===== src/rtl/serial2parallel.sv =====
// serial2parallel: LSB-first 1-bit serial frame receiver.
// Optional frame checking with S2P_FRAME_CHECK_EN.
module serial2parallel #(
  parameter int WIDTH = 8
) (
  input  logic             clk,
  input  logic             reset,
  input  logic             d,
  input  logic             serial_start,
  input  logic             serial_end,
  output logic [WIDTH-1:0] q,
  output logic             parallel_valid,
  output logic             busy,
  output logic             frame_error
);

  localparam int CW = (WIDTH > 2) ? $clog2(WIDTH) : 1;

  typedef enum logic {
    IDLE,
    SHIFT
  } state_t;

  state_t           state, state_n;
  logic [CW-1:0]    cnt, cnt_n;
  logic [WIDTH-2:0] shift, shift_n;
  logic [WIDTH-1:0] q_n;
  logic             pv_n;
  logic             last;

  assign last = (cnt == CW'(WIDTH - 1));
  assign busy = (state == SHIFT);

`ifdef S2P_FRAME_CHECK_EN
  logic err_n;
  logic err_q;
  assign frame_error = err_q;
`else
  logic unused_end;
  assign unused_end  = serial_end;
  assign frame_error = 1'b0;
`endif

  always_comb begin
    state_n = state;
    cnt_n   = cnt;
    shift_n = shift;
    q_n     = q;
    pv_n    = 1'b0;
`ifdef S2P_FRAME_CHECK_EN
    err_n   = 1'b0;
`endif
    unique case (state)
      IDLE: begin
        if (serial_start) begin
          shift_n[0] = d;
          cnt_n      = CW'(1);
          state_n    = SHIFT;
        end
`ifdef S2P_FRAME_CHECK_EN
        else if (serial_end) begin
          err_n = 1'b1;
        end
`endif
      end
      SHIFT: begin
        if (serial_start) begin
          // restart: this cycle is bit 0 of a new frame
          shift_n[0] = d;
          cnt_n      = CW'(1);
`ifdef S2P_FRAME_CHECK_EN
          err_n      = 1'b1;
`endif
        end
`ifdef S2P_FRAME_CHECK_EN
        else if (serial_end != last) begin
          err_n   = 1'b1;
          cnt_n   = '0;
          state_n = IDLE;
        end
`endif
        else if (last) begin
          q_n     = {d, shift};
          pv_n    = 1'b1;
          cnt_n   = '0;
          state_n = IDLE;
        end else begin
          for (int i = 0; i < WIDTH - 1; i++) begin
            if (cnt == CW'(i)) shift_n[i] = d;
          end
          cnt_n = cnt + CW'(1);
        end
      end
      default: state_n = IDLE;
    endcase
  end

  always_ff @(posedge clk) begin
    if (reset) begin
      state          <= IDLE;
      cnt            <= '0;
      shift          <= '0;
      q              <= '0;
      parallel_valid <= 1'b0;
    end else begin
      state          <= state_n;
      cnt            <= cnt_n;
      shift          <= shift_n;
      q              <= q_n;
      parallel_valid <= pv_n;
    end
  end

`ifdef S2P_FRAME_CHECK_EN
  always_ff @(posedge clk) begin
    if (reset) err_q <= 1'b0;
    else       err_q <= err_n;
  end
`endif

endmodule

===== config.mk =====
export PLATFORM = sky130hd
export DESIGN_NAME = serial2parallel
export DESIGN_NICKNAME = d
export VERILOG_FILES = /design/src/rtl/serial2parallel.sv
export SDC_FILE = /design/constraint.sdc
export NUM_CORES = 1
export LEC_CHECK = 0
export ABC_AREA = 1
export ABC_CLOCK_PERIOD_IN_PS = 3000
export BUFFER_PORTS_ARGS = -buffer_cell sky130_fd_sc_hd__buf_2
export CAP_MARGIN = 25
export CORE_MARGIN = 2
export CORE_UTILIZATION = 35
export CTS_CLUSTER_SIZE = 12
export DETAILED_ROUTE_END_ITERATION = 8
export GPL_TIMING_DRIVEN = 0
export PLACE_DENSITY_LB_ADDON = 0.1
export RECOVER_POWER = 100
export SLEW_MARGIN = 20
export SYNTH_ARGS = -nofsm -noshare
export SYNTH_HDL_FRONTEND = slang
export SYNTH_SLANG_ARGS = --single-unit

===== constraint.sdc =====
create_clock -name clk -period 3 [get_ports clk]
set_clock_uncertainty 0.1 [all_clocks]
set_input_delay 0.3 -clock clk [delete_from_list [all_inputs] [get_ports clk]]
set_output_delay 0.3 -clock clk [all_outputs]
set_load 0.01 [all_outputs]

# ---- After elaboration in Yosys (flattened, before gate mapping)
# Cells that the tools add are included.
dict set report op_classes {
  n_addsub 1
  n_reduce_logical 10
  bitwise_logic 3
  eq_ne 10
  muxes 14
}
# op count
set op_table {}
lappend op_table {{AND reduction 4 bit} 6}
lappend op_table {{equality test 3 bit (second input constant)} 4}
lappend op_table {{two-way mux 3 bit} 3}
lappend op_table {{two-way mux 1 bit} 8}
lappend op_table {{equality test 3 x 2 -> 1 bit (second input constant)} 2}
lappend op_table {{case mux 3 bit (2 select lines)} 1}
lappend op_table {{AND reduction 3 bit} 2}
lappend op_table {{case mux 1 bit (2 select lines)} 2}
lappend op_table {{adder 3 x 1 -> 3 bit (second input constant)} 1}
lappend op_table {{equality test 3 x 1 -> 1 bit (second input constant)} 1}
lappend op_table {{zero test 3 bit} 1}
lappend op_table {{!= test 3 x 2 -> 1 bit (second input constant)} 1}
lappend op_table {{!= test 3 bit (second input constant)} 1}
lappend op_table {{NOT 1 bit} 3}
lappend op_table {{OR reduction 3 bit} 1}
lappend op_table {{!= test 2 bit (second input constant)} 1}
dict set report totals {
  regBits 20
  out_inout_bits 11
  in_bits 5
}

# ---- Depth between registers and ports, before layout
# Gate-level depths: netlist (run 1).
dict set report depth {
  word_depth 5
  depth_mapped 8
}

# ---- Worst setup path before layout (run 1)
# Ideal clock, no wire load.
dict set report synth_timing {
  path_type {reg2reg}
  startpoint {reg cnt[0]}
  endpoint {reg shift[2]}
  stages_incl_launch_ff 9
  setup_ns 0.113
  t_arrival_ns 1.241
  path_slack_ns 1.547
  cell_sequence {dfxtp_1 ha_1 ha_1 inv_2 nand2_1 nor2_1 nand2_1 nand2_1 nor2_1}
}
dict set report synth_between {
  elab_chain_len 3
  word_cells_on_any_way 4
}
# element line
set synth_lines {}
lappend synth_lines {{start, declared} 25} ;# logic [CW-1:0] cnt, cnt_n;
lappend synth_lines {{start signal, assigned} 107} ;# cnt <= cnt_n;
lappend synth_lines {{equality test 3 bit} 31} ;# assign last = (cnt == CW'(WIDTH - 1));
lappend synth_lines {{NOT 1 bit (no source line)} -}
lappend synth_lines {{AND reduction 4 bit (no source line) (*)} -}
lappend synth_lines {{end signal, assigned} 108} ;# shift <= shift_n;
lappend synth_lines {{end, declared} 26} ;# logic [WIDTH-2:0] shift, shift_n;
# Every way passes the cells marked *; elsewhere a longest branch is shown, timed or not.
# A chain may end at the register's enable or synchronous reset.

# ---- Worst setup path in the final report (run 1)
dict set report layout_timing {
  startpoint {reg cnt[1]}
  endpoint {reg q[1]}
}
dict set report layout_between {
  elab_chain_len 2
}
# element line
set layout_lines {}
lappend layout_lines {{equality test 3 bit} 31}
lappend layout_lines {{AND reduction 3 bit (no source line)} -}
lappend layout_lines {{end signal, assigned} 109} ;# q <= q_n;
lappend layout_lines {{end, declared} 11} ;# output logic [WIDTH-1:0] q,
# No other way between the ends.

==> impl_metrics.xml, run 1 <==
<?xml version="1.0" encoding="UTF-8"?>
<metrics>
  <group name="outcome">
    <metric name="run_status" unit="">completed</metric>
  </group>
  <group name="setup_path">
    <metric name="critPathLaunchType" unit="">flip-flop</metric>
    <metric name="critPathBufInv" unit="">2</metric>
    <metric name="endpoint_arrival_time_on_the_critical_path" unit="ns">2.14</metric>
    <metric name="timing.critical_path.mode_cell" unit="">nor2_1</metric>
    <metric name="cpMaxStageDelayCell" unit="">nor2_1</metric>
    <metric name="worstPathRequired" unit="ns">3.11</metric>
    <metric name="worst_setup_end_kind" unit="">flip-flop</metric>
    <metric name="worst-path-max-fanout" unit="">9</metric>
    <metric name="path_class" unit="">reg -&gt; reg</metric>
    <metric name="cpLargestDelayFamily" unit="">simple AND/OR/NAND/NOR gates</metric>
    <metric name="timing.critical_path.cells" unit="">ha_1 -&gt; ha_1 -&gt; inv_1 -&gt; nor2_1 -&gt; inv_4 -&gt; nor2_1 -&gt; nor2_1</metric>
    <metric name="regToRegSetupSlack" unit="ns">0.97</metric>
    <metric name="cp_max_stage_delay" unit="ns">0.61</metric>
  </group>
  <group name="die">
    <metric name="num_io_pins" unit="">16</metric>
    <metric name="core_area" unit="mm^2">0.00250</metric>
    <metric name="die_y" unit="um">55.7</metric>
    <metric name="initial_core_util" unit="%">37.4</metric>
    <metric name="number_of_cell_rows" unit="">18</metric>
    <metric name="design.die.area" unit="mm^2">0.00310</metric>
    <metric name="dieWidth" unit="um">55.7</metric>
  </group>
  <group name="clocking">
    <metric name="buffers_inserted_during_post_cts_setup_optimization" unit="">0</metric>
    <metric name="cts_hold_repair.buffers" unit="">0</metric>
    <metric name="cts-buffers-inserted" unit="">3</metric>
    <metric name="clockRootBuffer" unit="">clkbuf_4</metric>
    <metric name="clock_insertion_delay_worst_skew" unit="ns">0.30</metric>
    <metric name="tritoncts_clock_tree" unit="">done</metric>
    <metric name="clock_sinks" unit="">20</metric>
    <metric name="ctsResizeCount" unit="">0</metric>
    <metric name="clock_tree.htree_level_count" unit="">1</metric>
    <metric name="clk_path_buf_depth" unit="">2</metric>
    <metric name="cts.reportedPaths.clkPinSlew" unit="ns">0.11</metric>
  </group>
  <group name="global_routing">
    <metric name="wire_length_of_the_first_global_routing_pass" unit="mm">3.24</metric>
    <metric name="grt_max_degree" unit="">12</metric>
    <metric name="gr-usage-met1" unit="%">16.0</metric>
    <metric name="all_layer_global_routing_usage" unit="%">13.1</metric>
    <metric name="number_of_antenna_violations_at_the_first_check_in_global_routing" unit="">0</metric>
    <metric name="global_route.overflow_total" unit="">0</metric>
    <metric name="vias_in_the_first_global_route" unit="">764</metric>
    <metric name="grt_busiest_layer" unit="">met2</metric>
    <metric name="grt_util_met3" unit="%">4.88</metric>
    <metric name="global_route.usage.met2" unit="%">21.1</metric>
  </group>
  <group name="synth">
    <metric name="synthesis.area_per_instance" unit="um^2">7.73</metric>
    <metric name="synth_seq_area_share" unit="%">42.8</metric>
    <metric name="synth_cell_types" unit="">21</metric>
    <metric name="synthesis.yosys.warnings" unit="">0</metric>
    <metric name="synthesis.nets" unit="">133</metric>
    <metric name="post_synthesis_cell_area" unit="um^2">936</metric>
    <metric name="synthesized_instance_count" unit="">121</metric>
    <metric name="synth_seq_cells" unit="">20</metric>
  </group>
  <group name="job">
    <metric name="max_cap_violations" unit="">0</metric>
  </group>
  <group name="cells_and_area">
    <metric name="finalNetCount" unit="">151</metric>
    <metric name="layout_overhead_on_the_synthesized_area" unit="%">11.5</metric>
    <metric name="final_core_utilization" unit="%">41.7</metric>
    <metric name="final_layout_size_suffix_gt1_share" unit="%">12.3</metric>
    <metric name="n_fill_cell" unit="">272</metric>
    <metric name="diodes" unit="">0</metric>
    <metric name="final_cells" unit="">168</metric>
    <metric name="final_cell_area" unit="mm^2">0.00104</metric>
  </group>
  <group name="route">
    <metric name="drt-wirelength-per-cell" unit="um">10.9</metric>
    <metric name="final_antenna_net_count" unit="">0</metric>
    <metric name="via_per_inst" unit="">4.67</metric>
    <metric name="detail_route.wirelength" unit="mm">1.82</metric>
    <metric name="first_iter_violations" unit="">24</metric>
    <metric name="drc_errors" unit="">0</metric>
    <metric name="via_count" unit="">784</metric>
    <metric name="detail_route.first_pass.iterations" unit="">4</metric>
  </group>
  <group name="timing">
    <metric name="final.period_utilization" unit="%">67.8</metric>
    <metric name="rsz_0062_raised_after_global_routing" unit="">false</metric>
    <metric name="maxSlewHeadroom" unit="%">48.8</metric>
    <metric name="max_freq" unit="GHz">0.492</metric>
    <metric name="final-hold-violation-count" unit="">0</metric>
    <metric name="finalSetupViolations" unit="">0</metric>
    <metric name="worst-slew-pin-transition" unit="ns">0.766</metric>
    <metric name="timing_max_transition_violations_final" unit="">0</metric>
    <metric name="tns" unit="ns">0</metric>
    <metric name="layout_min_cycle_time" unit="ns">2.03</metric>
  </group>
  <group name="power">
    <metric name="ir_drop" unit="mV">0.342</metric>
    <metric name="power.leakage" unit="nW">0.485</metric>
    <metric name="power.density" unit="mW/mm^2">451</metric>
    <metric name="p_total" unit="W">0.000470</metric>
  </group>
  <group name="worst_hold_path">
    <metric name="hold_path_class" unit="">in -&gt; reg</metric>
  </group>
  <group name="place">
    <metric name="gp_congestion" unit="">0.808</metric>
    <metric name="place_inst" unit="">164</metric>
    <metric name="dp.final_hpwl" unit="mm">1.34</metric>
    <metric name="post_detailed_placement_cell_area" unit="mm^2">0.00104</metric>
    <metric name="port_buffers" unit="">13</metric>
  </group>
</metrics>
## logic make-up after synthesis
| logic type | share of synthesized area (%) |
|---|---|
| DFF | 42.8 |
| other | 0.401 |
| adders and majority gates | 9.36 |
| buffers and inverters | 8.02 |
| AOI/OAI and AO/OA | 11.0 |
| and+or+nand+nor | 28.5 |
## area by class of cell
type	instances	area (um^2)	share of cell area, %
multi-input cells	84	442	42.3
inverters	14	55.1	5.28
well taps	30	37.5	3.60
plain buffers	3	20.0	1.92
repair buffers	13	52.6	5.04
clock buffers	4	36.3	3.48
flip-flops and latches	20	400	38.4
## final timing paths
path         startpoint       end  cells after the start
max              cnt[1]      q[1]                      7
min               reset  shift[3]                      2
max reg2reg      cnt[1]      q[1]                      7
min reg2reg    shift[1]  shift[1]                      2
## registers in the layout, summed over array words and instances (netlist names)
signal	count
q	8
shift	7
cnt	3
busy	1
parallel_valid	1
## power by group
| part | leakage [nW] | switching, W | total (W) | internal, W |
|---|---|---|---|---|
| Combinational | 0.302 | 0.0000273 | 0.0000418 | 0.0000145 |
| Clock | 0.0210 | 0.0000817 | 0.000156 | 0.0000741 |
| Sequential | 0.162 | 0.00000294 | 0.000273 | 0.000270 |
| Total | 0.485 | 0.000112 | 0.000470 | 0.000358 |
## stage by stage
step,hold slack (ns),worst slack [ns]
finish,0.150,0.967
global route,0.138,0.719
CTS,0.138,1.37
detailed placement,0.359,1.39
global placement,0.357,1.39
floorplan,0.269,1.55
## Yosys cell counts
| master | instances | share of area [%] |
|---|---|---|
| a21oi_1 | 9 | 4.8 |
| nor3_1 | 1 | 0.53 |
| nand2_1 | 14 | 5.6 |
| nor2_1 | 27 | 11 |
| buf_4 | 2 | 1.6 |
| inv_4 | 1 | 0.67 |
| nor2_8 | 1 | 2.1 |
| nor2_2 | 1 | 0.67 |
| conb_1 | 1 | 0.40 |
| inv_1 | 8 | 3.2 |
| nand2_4 | 1 | 1.2 |
| nand4_1 | 6 | 4.0 |
| inv_2 | 5 | 2.0 |
| a31oi_1 | 2 | 1.3 |
| o21ai_1 | 9 | 4.8 |
| nor2_4 | 1 | 1.2 |
| buf_2 | 1 | 0.53 |
| nand3_1 | 3 | 1.6 |
| ha_1 | 7 | 9.4 |
| or2_1 | 1 | 0.67 |
| dfxtp_1 | 20 | 43 |
## per-layer routing
metal	wire (um)	vias to the layer above
met5	0	-
met4	26	0
met3	94	5
met2	788	15
met1	913	342
li1	-	422
## cell usage in the layout, fill, tap and decap left out, types with 4 or more instances in the layout
cell type	instances
a21oi_1	9
buf_2	4
clkbuf_1	10
dfxtp_1	20
ha_1	7
inv_1	9
inv_2	4
nand2_1	14
nand4_1	6
nor2_1	29
o21ai_1	8
No activity file was read; power rests on OpenSTA's default activity.
==> inputs of run 2 (changes only) <==
--- a/config.mk
+++ b/config.mk
@@ -6,7 +6,7 @@
 export NUM_CORES = 1
 export LEC_CHECK = 0
 export ABC_AREA = 1
-export ABC_CLOCK_PERIOD_IN_PS = 3000
+export ABC_CLOCK_PERIOD_IN_PS = 1950
 export BUFFER_PORTS_ARGS = -buffer_cell sky130_fd_sc_hd__buf_2
 export CAP_MARGIN = 25
 export CORE_MARGIN = 2
==> constraint.sdc (replaced) <==
create_clock -name clk -period 1.95 [get_ports clk]
set_clock_uncertainty 0.1 [all_clocks]
set_input_delay 0.195 -clock clk [delete_from_list [all_inputs] [get_ports clk]]
set_output_delay 0.195 -clock clk [all_outputs]
set_load 0.01 [all_outputs]
==> run 2 against run 1 <==
  * Flip-flop and latch count unchanged
  * Sequential power is 53% higher
  * First-iteration DRC count unchanged
  * Global-route usage unchanged
  * Register-to-register slack worse by 0.64 ns
  * Via count is 1.0% higher
  * Clock power increased by 54%
  * Total power rose by 54%
  * Worst setup slack lost 0.64 ns
  * Critical path depth decreased by 1
  * Combinational power grew 58%
  * Non-clock buffer count unchanged
==> impl_metrics.xml, run 2 (same netlist as run 1, synthesis figures left out) <==
<?xml version="1.0" encoding="UTF-8"?>
<metrics>
  <group name="outcome">
    <metric name="run_status" unit="">completed</metric>
  </group>
  <group name="route">
    <metric name="via_per_inst" unit="">4.71</metric>
    <metric name="first_iter_violations" unit="">24</metric>
    <metric name="drc_errors" unit="">0</metric>
    <metric name="detail_route.wirelength" unit="mm">1.83</metric>
    <metric name="detail_route.first_pass.iterations" unit="">4</metric>
    <metric name="drt-wirelength-per-cell" unit="um">10.9</metric>
    <metric name="via_count" unit="">792</metric>
    <metric name="final_antenna_net_count" unit="">0</metric>
  </group>
  <group name="global_routing">
    <metric name="global_route.overflow_total" unit="">0</metric>
    <metric name="vias_in_the_first_global_route" unit="">764</metric>
    <metric name="wire_length_of_the_first_global_routing_pass" unit="mm">3.24</metric>
    <metric name="number_of_antenna_violations_at_the_first_check_in_global_routing" unit="">0</metric>
    <metric name="all_layer_global_routing_usage" unit="%">13.1</metric>
    <metric name="grt_busiest_layer" unit="">met2</metric>
    <metric name="grt_max_degree" unit="">12</metric>
    <metric name="grt_util_met3" unit="%">4.88</metric>
    <metric name="gr-usage-met1" unit="%">16.0</metric>
    <metric name="global_route.usage.met2" unit="%">21.1</metric>
  </group>
  <group name="timing">
    <metric name="tns" unit="ns">0</metric>
    <metric name="finalSetupViolations" unit="">0</metric>
    <metric name="timing_max_transition_violations_final" unit="">0</metric>
    <metric name="worst_hold_slack" unit="ns">0.0452</metric>
    <metric name="rsz_0062_raised_after_global_routing" unit="">false</metric>
    <metric name="final.period_utilization" unit="%">83.4</metric>
    <metric name="layout_min_cycle_time" unit="ns">1.63</metric>
    <metric name="final-hold-violation-count" unit="">0</metric>
    <metric name="max_freq" unit="GHz">0.615</metric>
  </group>
  <group name="cells_and_area">
    <metric name="largest_register_ff_count" unit="">8</metric>
    <metric name="layout_overhead_on_the_synthesized_area" unit="%">13.2</metric>
    <metric name="final_core_utilization" unit="%">42.4</metric>
    <metric name="diodes" unit="">0</metric>
    <metric name="layout.cells.most_common" unit="">nor2_1</metric>
    <metric name="finalNetCount" unit="">151</metric>
    <metric name="layout.cells.most_common_list" unit="">nor2_1, dfxtp_1, nand2_1</metric>
    <metric name="reg.largest.list" unit="">q x8, shift x7, cnt x3</metric>
    <metric name="final_layout_size_suffix_gt1_share" unit="%">13.8</metric>
    <metric name="final_cell_area" unit="mm^2">0.00106</metric>
    <metric name="registers.top_by_ff_count" unit="">q</metric>
  </group>
  <group name="setup_path">
    <metric name="critical_path.reg2reg.startpoint" unit="">cnt[0]</metric>
    <metric name="cpMaxStageDelayCell" unit="">dfxtp_1</metric>
    <metric name="cpLargestDelayFamily" unit="">simple AND/OR/NAND/NOR gates</metric>
    <metric name="timing.critical_path.cells" unit="">ha_1 -&gt; ha_1 -&gt; nor2_1 -&gt; nand4_1 -&gt; nand2_1 -&gt; nor2_1</metric>
    <metric name="regToRegSetupSlack" unit="ns">0.32</metric>
    <metric name="critPathBufInv" unit="">0</metric>
    <metric name="reg2regPathDepth" unit="">6</metric>
    <metric name="worst-path-max-fanout" unit="">7</metric>
    <metric name="worstPathRequired" unit="ns">2.06</metric>
    <metric name="worst_setup_end_kind" unit="">flip-flop</metric>
    <metric name="r2r_end" unit="">shift[1]</metric>
    <metric name="critPathLaunchType" unit="">flip-flop</metric>
    <metric name="cp_max_stage_delay" unit="ns">0.35</metric>
    <metric name="endpoint_arrival_time_on_the_critical_path" unit="ns">1.74</metric>
    <metric name="timing.critical_path.depth" unit="">6</metric>
    <metric name="path_class" unit="">reg -&gt; reg</metric>
  </group>
  <group name="place">
    <metric name="dp.final_hpwl" unit="mm">1.34</metric>
    <metric name="gp_congestion" unit="">0.808</metric>
    <metric name="post_detailed_placement_cell_area" unit="mm^2">0.00104</metric>
    <metric name="port_buffers" unit="">13</metric>
  </group>
  <group name="die">
    <metric name="number_of_cell_rows" unit="">18</metric>
    <metric name="core_area" unit="mm^2">0.00250</metric>
    <metric name="dieWidth" unit="um">55.7</metric>
    <metric name="initial_core_util" unit="%">37.4</metric>
    <metric name="design.die.area" unit="mm^2">0.00310</metric>
    <metric name="die_y" unit="um">55.7</metric>
    <metric name="num_io_pins" unit="">16</metric>
  </group>
  <group name="worst_hold_path">
    <metric name="hold_path_startpoint" unit="">reset</metric>
    <metric name="hold_path_class" unit="">in -&gt; reg</metric>
    <metric name="destination_of_the_worst_hold_path" unit="">shift[3]</metric>
    <metric name="worstHoldPathCells" unit="">2</metric>
  </group>
  <group name="clocking">
    <metric name="cts-buffers-inserted" unit="">3</metric>
    <metric name="ctsResizeCount" unit="">0</metric>
    <metric name="clock_tree.htree_level_count" unit="">1</metric>
    <metric name="clk_path_buf_depth" unit="">2</metric>
    <metric name="clock_sinks" unit="">20</metric>
    <metric name="clockRootBuffer" unit="">clkbuf_4</metric>
    <metric name="cts_hold_repair.buffers" unit="">0</metric>
    <metric name="clock_insertion_delay_worst_skew" unit="ns">0.30</metric>
    <metric name="cts.reportedPaths.clkPinSlew" unit="ns">0.11</metric>
    <metric name="buffers_inserted_during_post_cts_setup_optimization" unit="">0</metric>
    <metric name="tritoncts_clock_tree" unit="">done</metric>
  </group>
  <group name="power">
    <metric name="seqPwrFrac" unit="%">57.8</metric>
    <metric name="power.density" unit="mW/mm^2">685</metric>
    <metric name="power.share.switching" unit="%">24.0</metric>
    <metric name="switching_power" unit="W">0.000174</metric>
    <metric name="power.share.combinational" unit="%">9.1</metric>
    <metric name="ir_drop" unit="mV">0.525</metric>
    <metric name="power.leakage" unit="nW">0.510</metric>
    <metric name="p_total" unit="W">0.000726</metric>
    <metric name="power_frac_clock" unit="%">33.1</metric>
    <metric name="cellInternalPower" unit="W">0.000551</metric>
  </group>
  <group name="job">
    <metric name="max_cap_violations" unit="">0</metric>
  </group>
</metrics>
-- run 2: cell counts in the layout (fill, tap and decap cells not counted) --
Identical to the previous run, type by type.
-- run 2: final cells by class --
| class | count | area (um^2) |
|---|---|---|
| Inverter | 14 | 55.1 |
| Tap cell | 30 | 37.5 |
| Multi-Input combinational cell | 84 | 458 |
| Sequential cell | 20 | 400 |
| Fill cell | 269 | 1440 |
| Clock buffer | 4 | 36.3 |
| Buffer | 3 | 20.0 |
| Timing Repair Buffer | 13 | 52.6 |
-- run 2: metal layers --
metal	share of wire (%)	vias up
li1	-	425
met1	50	343
met2	43	19
met3	5.6	5
met4	1.5	0
met5	0	-
-- run 2: metrics by stage --
step | std cells | setup WS, ns
floorplan | 121 | 0.497
global placement | 164 | 0.342
detailed placement | 164 | 0.342
CTS | 168 | 0.325
global route | 168 | 0.183
finish | 168 | 0.323
-- run 2: how the worst max path moves through the flow --
stage,start,to,slack [ns]
2_1_floorplan,cnt[0],shift[2],0.50
3_3_place_gp,cnt[0],shift[2],0.34
3_5_place_dp,cnt[0],shift[2],0.34
4_1_cts,cnt[0],shift[2],0.32
5_1_grt,cnt[0],shift[1],0.18
6_report,cnt[0],shift[1],0.32
-- run 2: power groups by stage --
stage          Clock (W)  Combinational [W]  Sequential (W)
2_1_floorplan          0          0.0000474        0.000429
3_3_place_gp           0          0.0000662        0.000428
3_5_place_dp           0          0.0000671        0.000429
4_1_cts         0.000252          0.0000674        0.000419
5_1_grt         0.000271          0.0000747        0.000421
6_report        0.000240          0.0000661        0.000419
==> inputs of run 3 (changes only) <==
--- a/config.mk
+++ b/config.mk
@@ -6,7 +6,7 @@
 export NUM_CORES = 1
 export LEC_CHECK = 0
 export ABC_AREA = 1
-export ABC_CLOCK_PERIOD_IN_PS = 1950
+export ABC_CLOCK_PERIOD_IN_PS = 1400
 export BUFFER_PORTS_ARGS = -buffer_cell sky130_fd_sc_hd__buf_2
 export CAP_MARGIN = 25
 export CORE_MARGIN = 2
==> constraint.sdc (replaced) <==
create_clock -name clk -period 1.4 [get_ports clk]
set_clock_uncertainty 0.1 [all_clocks]
set_input_delay 0.14 -clock clk [delete_from_list [all_inputs] [get_ports clk]]
set_output_delay 0.14 -clock clk [all_outputs]
set_load 0.01 [all_outputs]
==> run 3 against run 2 <==
  * Critical path depth increased by 1
  * Global-route usage grew 0.51 points
  * Clock power rose by 12%
  * Count of clock-buffer cells in the layout shrank 1
  * Via count rose by 1.4%
  * Sequential share of layout area is 2.7 points lower
  * Non-clock buffer count up 4
  * Flip-flop and latch count is the same
==> impl_metrics.xml, run 3 (same netlist as run 1, synthesis figures left out) <==
<?xml version="1.0" encoding="UTF-8"?>
<metrics>
  <group name="timing">
    <metric name="tns" unit="ns">0</metric>
    <metric name="final.period_utilization" unit="%">96.5</metric>
    <metric name="max_freq" unit="GHz">0.740</metric>
    <metric name="rsz_0062_raised_after_global_routing" unit="">true</metric>
    <metric name="layout_min_cycle_time" unit="ns">1.35</metric>
    <metric name="timing_max_transition_violations_final" unit="">0</metric>
    <metric name="finalSetupViolations" unit="">0</metric>
    <metric name="final_critical_path_setup_slack" unit="ns">0.0484</metric>
    <metric name="final-hold-violation-count" unit="">0</metric>
  </group>
  <group name="setup_path">
    <metric name="source_of_the_critical_timing_path" unit="">cnt[0]</metric>
    <metric name="r2r_end" unit="">q[4]</metric>
    <metric name="timing.critical_path.cells" unit="">ha_4 -&gt; ha_4 -&gt; inv_6 -&gt; nor2_8 -&gt; buf_12 -&gt; o21ai_1 -&gt; nor2_1</metric>
    <metric name="cpMaxStageDelayCell" unit="">dfxtp_4</metric>
    <metric name="worst_setup_end_kind" unit="">flip-flop</metric>
    <metric name="worstPathRequired" unit="ns">1.51</metric>
    <metric name="worst_setup_path_endpoint" unit="">q[4]</metric>
    <metric name="critical_path.reg2reg.startpoint" unit="">cnt[0]</metric>
    <metric name="path_class" unit="">reg -&gt; reg</metric>
    <metric name="endpoint_arrival_time_on_the_critical_path" unit="ns">1.46</metric>
    <metric name="timing.critical_path.mode_cell" unit="">ha_4</metric>
    <metric name="critPathLaunchType" unit="">flip-flop</metric>
    <metric name="reg2regPathDepth" unit="">7</metric>
    <metric name="regToRegSetupSlack" unit="ns">0.05</metric>
    <metric name="cp_max_stage_delay" unit="ns">0.38</metric>
    <metric name="worst-path-max-fanout" unit="">7</metric>
  </group>
  <group name="cells_and_area">
    <metric name="largest_register_ff_count" unit="">8</metric>
    <metric name="final_layout_size_suffix_gt1_share" unit="%">24.8</metric>
    <metric name="reg.largest.list" unit="">q x8, shift x7, cnt x3</metric>
    <metric name="registers.top_by_ff_count" unit="">q</metric>
    <metric name="diodes" unit="">0</metric>
    <metric name="final_cells" unit="">171</metric>
    <metric name="finalNetCount" unit="">155</metric>
    <metric name="layout.cells.most_common_list" unit="">nor2_1, dfxtp_1, nand2_1</metric>
    <metric name="layout_overhead_on_the_synthesized_area" unit="%">25.5</metric>
    <metric name="layout.cells.most_common" unit="">nor2_1</metric>
  </group>
  <group name="global_routing">
    <metric name="number_of_antenna_violations_at_the_first_check_in_global_routing" unit="">0</metric>
    <metric name="grt_max_degree" unit="">11</metric>
    <metric name="vias_in_the_first_global_route" unit="">793</metric>
    <metric name="global_route.overflow_total" unit="">0</metric>
    <metric name="wire_length_of_the_first_global_routing_pass" unit="mm">3.40</metric>
    <metric name="all_layer_global_routing_usage" unit="%">13.6</metric>
  </group>
  <group name="place">
    <metric name="place_inst" unit="">164</metric>
    <metric name="dp.final_hpwl" unit="mm">1.34</metric>
    <metric name="dp_worst_setup_slack" unit="ns">-0.142</metric>
    <metric name="gp_congestion" unit="">0.770</metric>
    <metric name="port_buffers" unit="">13</metric>
  </group>
  <group name="power">
    <metric name="cellInternalPower" unit="W">0.000712</metric>
    <metric name="ir_drop" unit="mV">0.547</metric>
    <metric name="seqPwrFrac" unit="%">61.0</metric>
    <metric name="power.share.switching" unit="%">25.4</metric>
    <metric name="power_frac_clock" unit="%">28.1</metric>
    <metric name="power.density" unit="mW/mm^2">812</metric>
    <metric name="switching_power" unit="W">0.000243</metric>
    <metric name="power.leakage" unit="nW">0.526</metric>
    <metric name="power.share.combinational" unit="%">10.9</metric>
  </group>
  <group name="clocking">
    <metric name="clock_insertion_delay_worst_skew" unit="ns">0.30</metric>
    <metric name="tritoncts_clock_tree" unit="">done</metric>
    <metric name="cts-buffers-inserted" unit="">3</metric>
    <metric name="clk_path_buf_depth" unit="">2</metric>
    <metric name="clockRootBuffer" unit="">clkbuf_4</metric>
    <metric name="cts.reportedPaths.clkPinSlew" unit="ns">0.10</metric>
    <metric name="clock_tree.htree_level_count" unit="">1</metric>
    <metric name="clock_sinks" unit="">20</metric>
  </group>
  <group name="route">
    <metric name="detail_route.wirelength" unit="mm">1.89</metric>
    <metric name="via_count" unit="">803</metric>
    <metric name="drt-wirelength-per-cell" unit="um">11.1</metric>
    <metric name="first_iter_violations" unit="">6</metric>
    <metric name="final_antenna_net_count" unit="">0</metric>
    <metric name="via_per_inst" unit="">4.70</metric>
    <metric name="drc_errors" unit="">0</metric>
    <metric name="detail_route.first_pass.iterations" unit="">3</metric>
  </group>
  <group name="die">
    <metric name="design.die.area" unit="mm^2">0.00310</metric>
    <metric name="die_y" unit="um">55.7</metric>
    <metric name="number_of_cell_rows" unit="">18</metric>
    <metric name="num_io_pins" unit="">16</metric>
    <metric name="core_area" unit="mm^2">0.00250</metric>
    <metric name="initial_core_util" unit="%">37.4</metric>
    <metric name="dieWidth" unit="um">55.7</metric>
  </group>
  <group name="worst_hold_path">
    <metric name="worstHoldPathCells" unit="">3</metric>
    <metric name="hold_path_class" unit="">in -&gt; reg</metric>
  </group>
  <group name="job">
    <metric name="max_cap_violations" unit="">0</metric>
  </group>
  <group name="outcome">
    <metric name="run_status" unit="">completed</metric>
  </group>
</metrics>
[run 3: critical path: cells and delay by family (launching register included)]
family	cells	cell delay (ns)
DFF	1	0.38
and+or+nand+nor	2	0.09
buffers and inverters	2	0.22
adders and majority gates	2	0.35
AOI/OAI and AO/OA	1	0.11
[run 3: metal layers]
metal / vias to the layer above / track usage (%) / wire length (um)
met5: - / 0 / 0
met4: 0 / 6.27 / 44
met3: 5 / 2.09 / 69
met2: 14 / 23.1 / 872
met1: 350 / 16.7 / 905
li1: 434 / - / -
[run 3: final cells by class]
| cell class | count | area, um^2 |
|---|---|---|
| repair buffers | 17 | 97.6 |
| multi-input cells | 84 | 526 |
| well taps | 30 | 37.5 |
| inverters | 14 | 60.1 |
| flip-flops and latches | 20 | 412 |
| fillers | 254 | 1330 |
| clock buffers | 3 | 22.5 |
| plain buffers | 3 | 20.0 |
[run 3: power by group through the flow]
| stage | clock, W | sequential, W | combinational, W |
|---|---|---|---|
| finish | 0.000268 | 0.000582 | 0.000104 |
| global placement | 0 | 0.000597 | 0.0000931 |
| global route | 0.000299 | 0.000584 | 0.000115 |
| floorplan | 0 | 0.000597 | 0.0000660 |
| detailed placement | 0 | 0.000597 | 0.0000937 |
| CTS | 0.000282 | 0.000585 | 0.0000981 |
[run 3: timing repair]
item                                   CTS  global route
buffers inserted                         1             2
pin swaps                                2             1
gates resized for setup                  8            13
setup endpoints to repair               14            15
endpoints found under the hold margin    4             0
gates cloned                             0             0
hold buffers                             1             0
[run 3: worst min-delay path by stage]
stage	startpoint	slack (ns)	to
6_report	d	0.02	q[7]
5_1_grt	d	0.04	q[7]
4_1_cts	d	0.01	q[7]
3_3_place_gp	reset	0.32	shift[3]
3_5_place_dp	reset	0.32	cnt[1]
2_1_floorplan	reset	0.11	busy
[run 3: stage by stage]
stage / util (%) / area, um^2 / power (W) / hold WS (ns)
floorplan: - / 941 / 0.000663 / 0.109
detailed placement: 41.7 / 1040 / 0.000691 / 0.321
global route: 47.0 / 1170 / 0.000998 / 0.0441
finish: 47.0 / 1170 / 0.000955 / 0.0179
CTS: 44.9 / 1120 / 0.000966 / 0.0129
global placement: 41.7 / 1040 / 0.000690 / 0.322
